`config.mk`:
```
export PLATFORM = sky130hd
export DESIGN_NAME = fetch_unit
export DESIGN_NICKNAME = d
export VERILOG_FILES = /design/src/rtl/fetch_unit.sv
export SDC_FILE = /design/constraint.sdc
export NUM_CORES = 1
export LEC_CHECK = 0
export CORE_MARGIN = 4
export CORE_UTILIZATION = 38
export CTS_CLUSTER_DIAMETER = 50
export CTS_CLUSTER_SIZE = 20
export DETAILED_ROUTE_END_ITERATION = 10
export PLACE_DENSITY = 0.8
export SLEW_MARGIN = 5
export SYNTH_ARGS = -nofsm -noshare
export SYNTH_HDL_FRONTEND = slang
export SYNTH_SLANG_ARGS = --single-unit
```
`constraint.sdc`:
```
create_clock -name clk -period 4.75 [get_ports clk]
set_input_delay 0.475 -clock clk [delete_from_list [all_inputs] [get_ports clk]]
set_output_delay 0.475 -clock clk [all_outputs]
set_load 0.01 [all_outputs]
```
`src/rtl/fetch_unit.sv`:
```
// Instruction fetch stage: owns the PC, issues one word read at a time and
// hands a single fetched instruction to the decoder, trapping on bad targets.
module fetch_unit #(
  parameter logic [31:0] RESET_PC = 32'h0100_0000,
  parameter int unsigned TIMEOUT  = 16
) (
  input  logic        clk,
  input  logic        rst_n,
  output logic        imem_req,
  output logic [31:0] imem_addr,
  input  logic [31:0] imem_rdata,
  input  logic        imem_valid,
  input  logic        redirect_valid,
  input  logic [31:0] redirect_pc,
  input  logic        stall,
  input  logic        halt,
  output logic [31:0] instr,
  output logic [31:0] instr_pc,
  output logic [31:0] pc_plus4,
  output logic        instr_valid,
  output logic        halted,
  output logic        fault,
  output logic [1:0]  fault_code
);

  // state  | meaning
  // IDLE   | post-reset, one cycle before the first request
  // REQ    | imem_req pulse at pc
  // WAIT   | awaiting imem_valid, counting toward timeout
  // OUT    | instr/instr_pc presented to the decoder
  // HALT   | stopped by ECALL/EBREAK, exits only on reset
  // ERR    | fetch fault, exits only on reset
  typedef enum logic [2:0] {
    S_IDLE, S_REQ, S_WAIT, S_OUT, S_HALT, S_ERR
  } state_t;

  localparam logic [7:0] WAIT_LAST = 8'(TIMEOUT - 1);
  localparam logic [1:0] FC_NONE = 2'b00;
  localparam logic [1:0] FC_MISALIGN = 2'b01;
  localparam logic [1:0] FC_TIMEOUT = 2'b10;

  state_t      state_q, state_d;
  logic [31:0] pc_q, pc_d;
  logic [31:0] instr_q, instr_d;
  logic [31:0] instr_pc_q, instr_pc_d;
  logic        drop_q, drop_d;
  logic [7:0]  wait_cnt_q, wait_cnt_d;
  logic [1:0]  fault_code_q, fault_code_d;

  always_ff @(posedge clk) begin
    if (!rst_n) begin
      state_q      <= S_IDLE;
      pc_q         <= RESET_PC;
      instr_q      <= '0;
      instr_pc_q   <= '0;
      drop_q       <= 1'b0;
      wait_cnt_q   <= '0;
      fault_code_q <= FC_NONE;
    end else begin
      state_q      <= state_d;
      pc_q         <= pc_d;
      instr_q      <= instr_d;
      instr_pc_q   <= instr_pc_d;
      drop_q       <= drop_d;
      wait_cnt_q   <= wait_cnt_d;
      fault_code_q <= fault_code_d;
    end
  end

  always_comb begin
    state_d      = state_q;
    pc_d         = pc_q;
    instr_d      = instr_q;
    instr_pc_d   = instr_pc_q;
    drop_d       = drop_q;
    wait_cnt_d   = wait_cnt_q;
    fault_code_d = fault_code_q;

    unique case (state_q)
      S_IDLE: state_d = S_REQ;

      S_REQ: begin
        wait_cnt_d = '0;
        state_d    = S_WAIT;
      end

      S_WAIT: begin
        wait_cnt_d = wait_cnt_q + 8'd1;
        if (imem_valid) begin
          if (redirect_valid) begin
            pc_d    = redirect_pc;
            drop_d  = 1'b0;
            state_d = S_REQ;
          end else if (drop_q) begin
            drop_d  = 1'b0;
            state_d = S_REQ;
          end else begin
            instr_d    = imem_rdata;
            instr_pc_d = pc_q;
            state_d    = S_OUT;
          end
        end else if (wait_cnt_q == WAIT_LAST) begin
          fault_code_d = FC_TIMEOUT;
          state_d      = S_ERR;
        end else if (redirect_valid) begin
          // Response for the old pc is still owed; discard it when it lands.
          pc_d   = redirect_pc;
          drop_d = 1'b1;
        end
      end

      S_OUT: begin
        if (redirect_valid) begin
          if (redirect_pc[1:0] != 2'b00) begin
            fault_code_d = FC_MISALIGN;
            state_d      = S_ERR;
          end else begin
            pc_d    = redirect_pc;
            state_d = S_REQ;
          end
        end else if (halt) begin
          state_d = S_HALT;
        end else if (!stall) begin
          pc_d    = pc_q + 32'd4;
          state_d = S_REQ;
        end
      end

      S_HALT: state_d = S_HALT;
      S_ERR:  state_d = S_ERR;
      default: state_d = S_IDLE;
    endcase
  end

  assign imem_req    = (state_q == S_REQ);
  assign imem_addr   = pc_q;
  assign instr       = instr_q;
  assign instr_pc    = instr_pc_q;
  assign pc_plus4    = instr_pc_q + 32'd4;
  assign instr_valid = (state_q == S_OUT);
  assign halted      = (state_q == S_HALT);
  assign fault       = (state_q == S_ERR);
  assign fault_code  = fault_code_q;

endmodule

```
-- After elaboration in Yosys (flattened, before gate mapping)
Index checks and enable logic that the tools add are counted.
- logic and storage cells: 65
- output and inout port bits: 134
- input bits: 70
- flip-flop bits (word level): 110
- bitwise logic cells: 2
- mux-type cells: 26
- reduce and logical (&&, ||, !) cells: 10
- add/subtract/negate cells: 3
- equality and inequality tests: 17
- operators with widths (operator ; number):
    32-bit two-way mux ; 7
    32-bit by 3-bit adder with 32-bit output, second input constant ; 2
    32-bit case mux with 2 select lines ; 1
    3-bit two-way mux ; 6
    3-bit case mux with 6 select lines ; 1
    8-bit case mux with 2 select lines ; 1
    3-bit inequality test, second input constant ; 5
    2-bit two-way mux ; 6
    5-bit AND reduction ; 2
    8-bit by 1-bit adder with 8-bit output, second input constant ; 1
    8-bit by 4-bit equality test with 1-bit output, second input constant ; 1
    2-bit inequality test, second input constant ; 4
    2-bit nonzero test ; 4
    3-bit by 2-bit equality test with 1-bit output, second input constant ; 2
    3-bit equality test, second input constant ; 2
    4-bit inequality test, second input constant ; 1
    2-bit case mux with 2 select lines ; 1
    4-bit AND reduction ; 1
    3-bit by 1-bit equality test with 1-bit output, second input constant ; 1
    3-bit zero test ; 1
    1-bit two-way mux ; 3
    3-bit AND reduction ; 1
    2-bit by 1-bit inequality test with 1-bit output, second input constant ; 1
    1-bit inverter ; 2
    2-bit AND reduction ; 1

-- Logic depth before layout (Yosys ltp)
- depth in word-level cells: 5
- mapped depth: 9
- depth with buffers taken out: 6

-- Least setup slack after synthesis
Ideal clock, no wire load.
- path kind: flip-flop to output port
- start: register instr_pc_q[4], in the netlist instr_pc[4]
- end: output port pc_plus4[31]
- data required time: 4275 ps
- slack: 2460 ps
- cell stages (with the launch flop): 6
- data arrival time: 1815 ps
- path buffers: 0
- path through: dfxtp_1 -> nand4_1 -> nor4_1 -> nand4_1 -> nor3_1 -> xor2_1
- word-level cells in the longest chain between the ends: 1
- ends and longest elaborated chain (element ; RTL line ; RTL):
    start: declaration ; 45 ; logic [31:0] instr_pc_q, instr_pc_d;
    start signal: assignment ; 63 ; instr_pc_q <= instr_pc_d;
    32-bit by 3-bit adder with 32-bit output ; 139 ; assign pc_plus4 = instr_pc_q + 32'd4;
    end: declaration ; 19 ; output logic [31:0] pc_plus4,
Every way passes these cells.

-- Worst setup path after layout
Ends and elaborated chain as after synthesis.

==> results summary <==
The flow ran to the end, and the final reports show no timing, DRC or antenna violations. The Yosys step of the flow raised 0 warnings. The total of endpoints with negative setup slack in the final report came out at 0. The CTS root buffer is clkbuf_16.

The final routed DRC violation total is 0. The max-slew violation count is 0. The maximum level of the CTS H-tree is 3. The number of port buffers came out at a little over 200.

The total CTS buffers came out at 9. The clock reaches the later pin of the worst-skew pair after ~360 ps. The largest clock skew in the final design came out at ~11 ps. The last weighted congestion value of the routability-driven placer came out at around 0.87. The share of flip-flops with an asynchronous set or reset came out at 0%.

The data arrival time of the critical path is between 3000 and 4000 ps. The final design instance area without fill is between 7000 and 8000 um2. Measured along the y axis, the die boundary spans roughly 130 um. The iteration count of the initial detailed-routing pass is 5. The full die area is 16,560 um2. The longest clock path from root to sink contains 2 buffers.

Leaving out fill and tap cells, the most frequent cell in the layout is clkdlybuf4s50_1. The setup path with the least slack is of type flip-flop to primary output. Dividing total power by cell area gives a power density of 272.9 nW/um2. The number of nets in the synthesized netlist is 814. The time the final worst path needs with I/O delays and setup came out at a little under 4000 ps.

VDD sags by at most between 0.15 and 0.2 mV. The leakage power came out at between 2 and 3 nW. The share of the core filled with cells came out at between 50% and 60%. The endpoint required time on the critical path came out at around 4300 ps.

The top cell types in the final layout, fill and taps aside, are clkdlybuf4s50_1 (203), nand2_1 (174), dfxtp_1 (110). dfxtp_1 takes more of the synthesized area than any other cell. After routing, the total negative slack on setup checks comes to 0 ps.

The estimated wirelength of the detail-placed design came out at roughly 13 mm. The overall track demand over capacity in global routing is between 20% and 30%. The placement row count is 43. On the worst path, the slowest cell contributes a delay of 860 ps. The detailed-route wire length is around 18 mm. The number of antenna cells inserted is 0. The number of different library cells in the post-synthesis netlist is 58.

The post-synthesis instance area came out at 5535 um2. The via count normalized by instance count came out at about 5.4. The main flop type after synthesis is dfxtp_1. The post-CTS clock slew at the launch and capture registers of the worst setup and hold paths came out at roughly 80 ps. Counting flops with a built-in enable in the synthesized netlist gives 0. The number of setup buffers added after CTS is 0. The first global-routing pass estimated 28.33 mm of wire.

The core region area is 14,100 um2. The tool flagged a number of max-cap violations equal to 0. TritonCTS built the clock tree. The remaining max-slew budget at the tightest pin is 31.23%. Before CTS, the worst setup slack after placement is roughly 1200 ps. For this block, the via count after detailed routing is ~5,900. The hold violation count in the final report came to 0. Compared with the post-synthesis result, the final layout area differs by 43.76%. The worst hold path class is flip-flop to flip-flop.

After synthesis the netlist holds a flip-flop and latch count of 110. Summing all multi-input logic gate instances after layout gives about 3100 um2. The detail route stage leaves a number of antenna-violating nets equal to 0. Setup repair after global routing left no endpoint under its margin. The slowest stage cell on the critical path is nor4_1.

The filler cells instantiated in the layout total approximately 1,400. The slew of the pin with the lowest slew margin came out at around 1000 ps. The signal on the critical path passes through nand4_1 > nor4_1 > nand4_1 > nor3_1 > xor2_1 > clkdlybuf4s50_1. The post-layout net count is ~990. The flip-flop and latch area came out at approximately 2200 um2. The largest net degree at the start of global routing came out at 66. For this design the top-level I/O count stands at 204. The worst setup path is launched from a flip-flop. The largest fanout on the critical path came out at 7. Post-CTS repair changed the size of 0 cells. The remaining global-route overflow is 0.

The fmax came out at about 260 MHz. The final critical path takes up around 80% of the cycle. The width of the die is between 100 and 150 um.

The detail-routed net length per standard cell came out at between 15 and 20 um. Averaged over all synthesized cells, the footprint is approximately 7.5 um2. The starting density of the core is between 30% and 40%.

The number of global-route vias before repair came out at 5,477. Buffers inserted to repair hold after CTS numbered 0. The number of buffers and inverters on the critical path is 1. The final worst slack is roughly 870 ps. Summing the sequential cell areas from Yosys gives just under 40% of the chip area. The placed standard-cell area came out at between 7000 and 8000 um2. The detailed router finished its first iteration with 405 violations.

Counting stages on the worst path, the most repeated cell is nand4_1. In the post-synthesis netlist, the biggest area contributors are dfxtp_1 (40%), nand2_1 (12%), a21oi_1 (9.0%). The layout cell share with drive strength beyond 1 is roughly 4.4%. The number of antenna violations at the first check in global routing is 0. The worst setup path is captured at a primary output. The cell family contributing the most delay on the critical path is simple AND/OR/NAND/NOR gates. The post-layout total power came out at between 2 and 2.5 mW.

The clock net in this run drives a total of 110 sinks. The share of the synthesized area in the top cell type is between 30% and 40%. The post-synthesis cell count came out at 741.
[worst register-to-register path, cell delays in order (launching register included)]
cell	delay [ps]
dfxtp_1	490
or3b_1	530
or4_4	580
nand2b_1	750
o21ai_0	220
o31a_1	270
[final timing paths]
check             cells past startpoint   startpoint             to  slack (ps)
setup / recovery                      6  instr_pc[4]   pc_plus4[31]         870
hold / removal                        2     instr[1]       instr[1]         460
setup reg to reg                      5   state_q[1]  imem_addr[30]        1820
hold reg to reg                       2     instr[1]       instr[1]         460
[sequential cells by signal (all words and copies together), names as in the netlist]
name and flops:
drop_q 1, fault_code 2, imem_addr 32, instr 32, instr_pc 32, state_q 3, wait_cnt_q 8
[cell families after synthesis]
family	share of synthesized area, %
AND/OR/NAND/NOR	29.68
multiplexers	0.7234
buffers and inverters	5.153
AO/OA/AOI/OAI	19.55
XOR/XNOR	4.430
flip-flops	39.78
adder cells (fa/ha/maj)	0.6782
[report_power, final]
group	leakage (nW)	internal, mW	switching [mW]	total (mW)
Clock	0.149	0.427	0.365	0.792
Sequential	0.889	0.959	0.0618	1.02
Combinational	1.63	0.181	0.178	0.359
[metrics by stage]
stage	std cells	hold WS, ps
3_3_place_gp	1083	440.9
3_5_place_dp	1083	446.5
6_report	1099	455.4
5_1_grt	1099	475.3
4_1_cts	1099	456.2
2_1_floorplan	741	436.3
[synth_stat cells (2+ instances only)]
master / count
inv_1: 14
and4_1: 6
o31ai_1: 2
buf_4: 2
or3_1: 5
dfxtp_1: 110
a22oi_1: 2
o22ai_1: 4
a211oi_1: 2
and2_1: 4
o21a_1: 3
a21oi_1: 99
nand4_1: 23
a31oi_1: 11
ha_1: 3
o221a_2: 7
nor4_1: 11
or4_1: 5
nor3_1: 18
o21ai_0: 18
a311oi_1: 2
a41oi_1: 5
xnor2_1: 20
xor2_1: 8
nand2b_1: 5
nand2_1: 174
nor3b_1: 4
o211a_1: 3
mux2i_1: 4
o41ai_1: 2
o31a_1: 4
buf_6: 3
and3_1: 11
buf_2: 11
o211ai_1: 5
clkbuf_1: 32
nand3b_1: 2
nor2_1: 56
nand3_1: 22
[layout make-up]
class	instances	share of cell area, %
clock buffer	10	3.003
clock inverter	6	0.8648
inverter	15	0.7075
multi-input combinational	567	38.63
sequential	110	27.67
tap	180	2.830
timing repair buffer	211	26.29
[metal layers]
metal | share of wire, % | up-vias | GRT usage, % | wire, um
met5 | 0 | - | 0 | 0
li1 | - | 2961 | - | -
met1 | 43 | 2710 | 28.01 | 7666
met3 | 9.7 | 22 | 5.645 | 1722
met4 | 1.4 | 0 | 5.374 | 249
met2 | 46 | 251 | 33.60 | 8144
(Power assumes the default switching activity.)
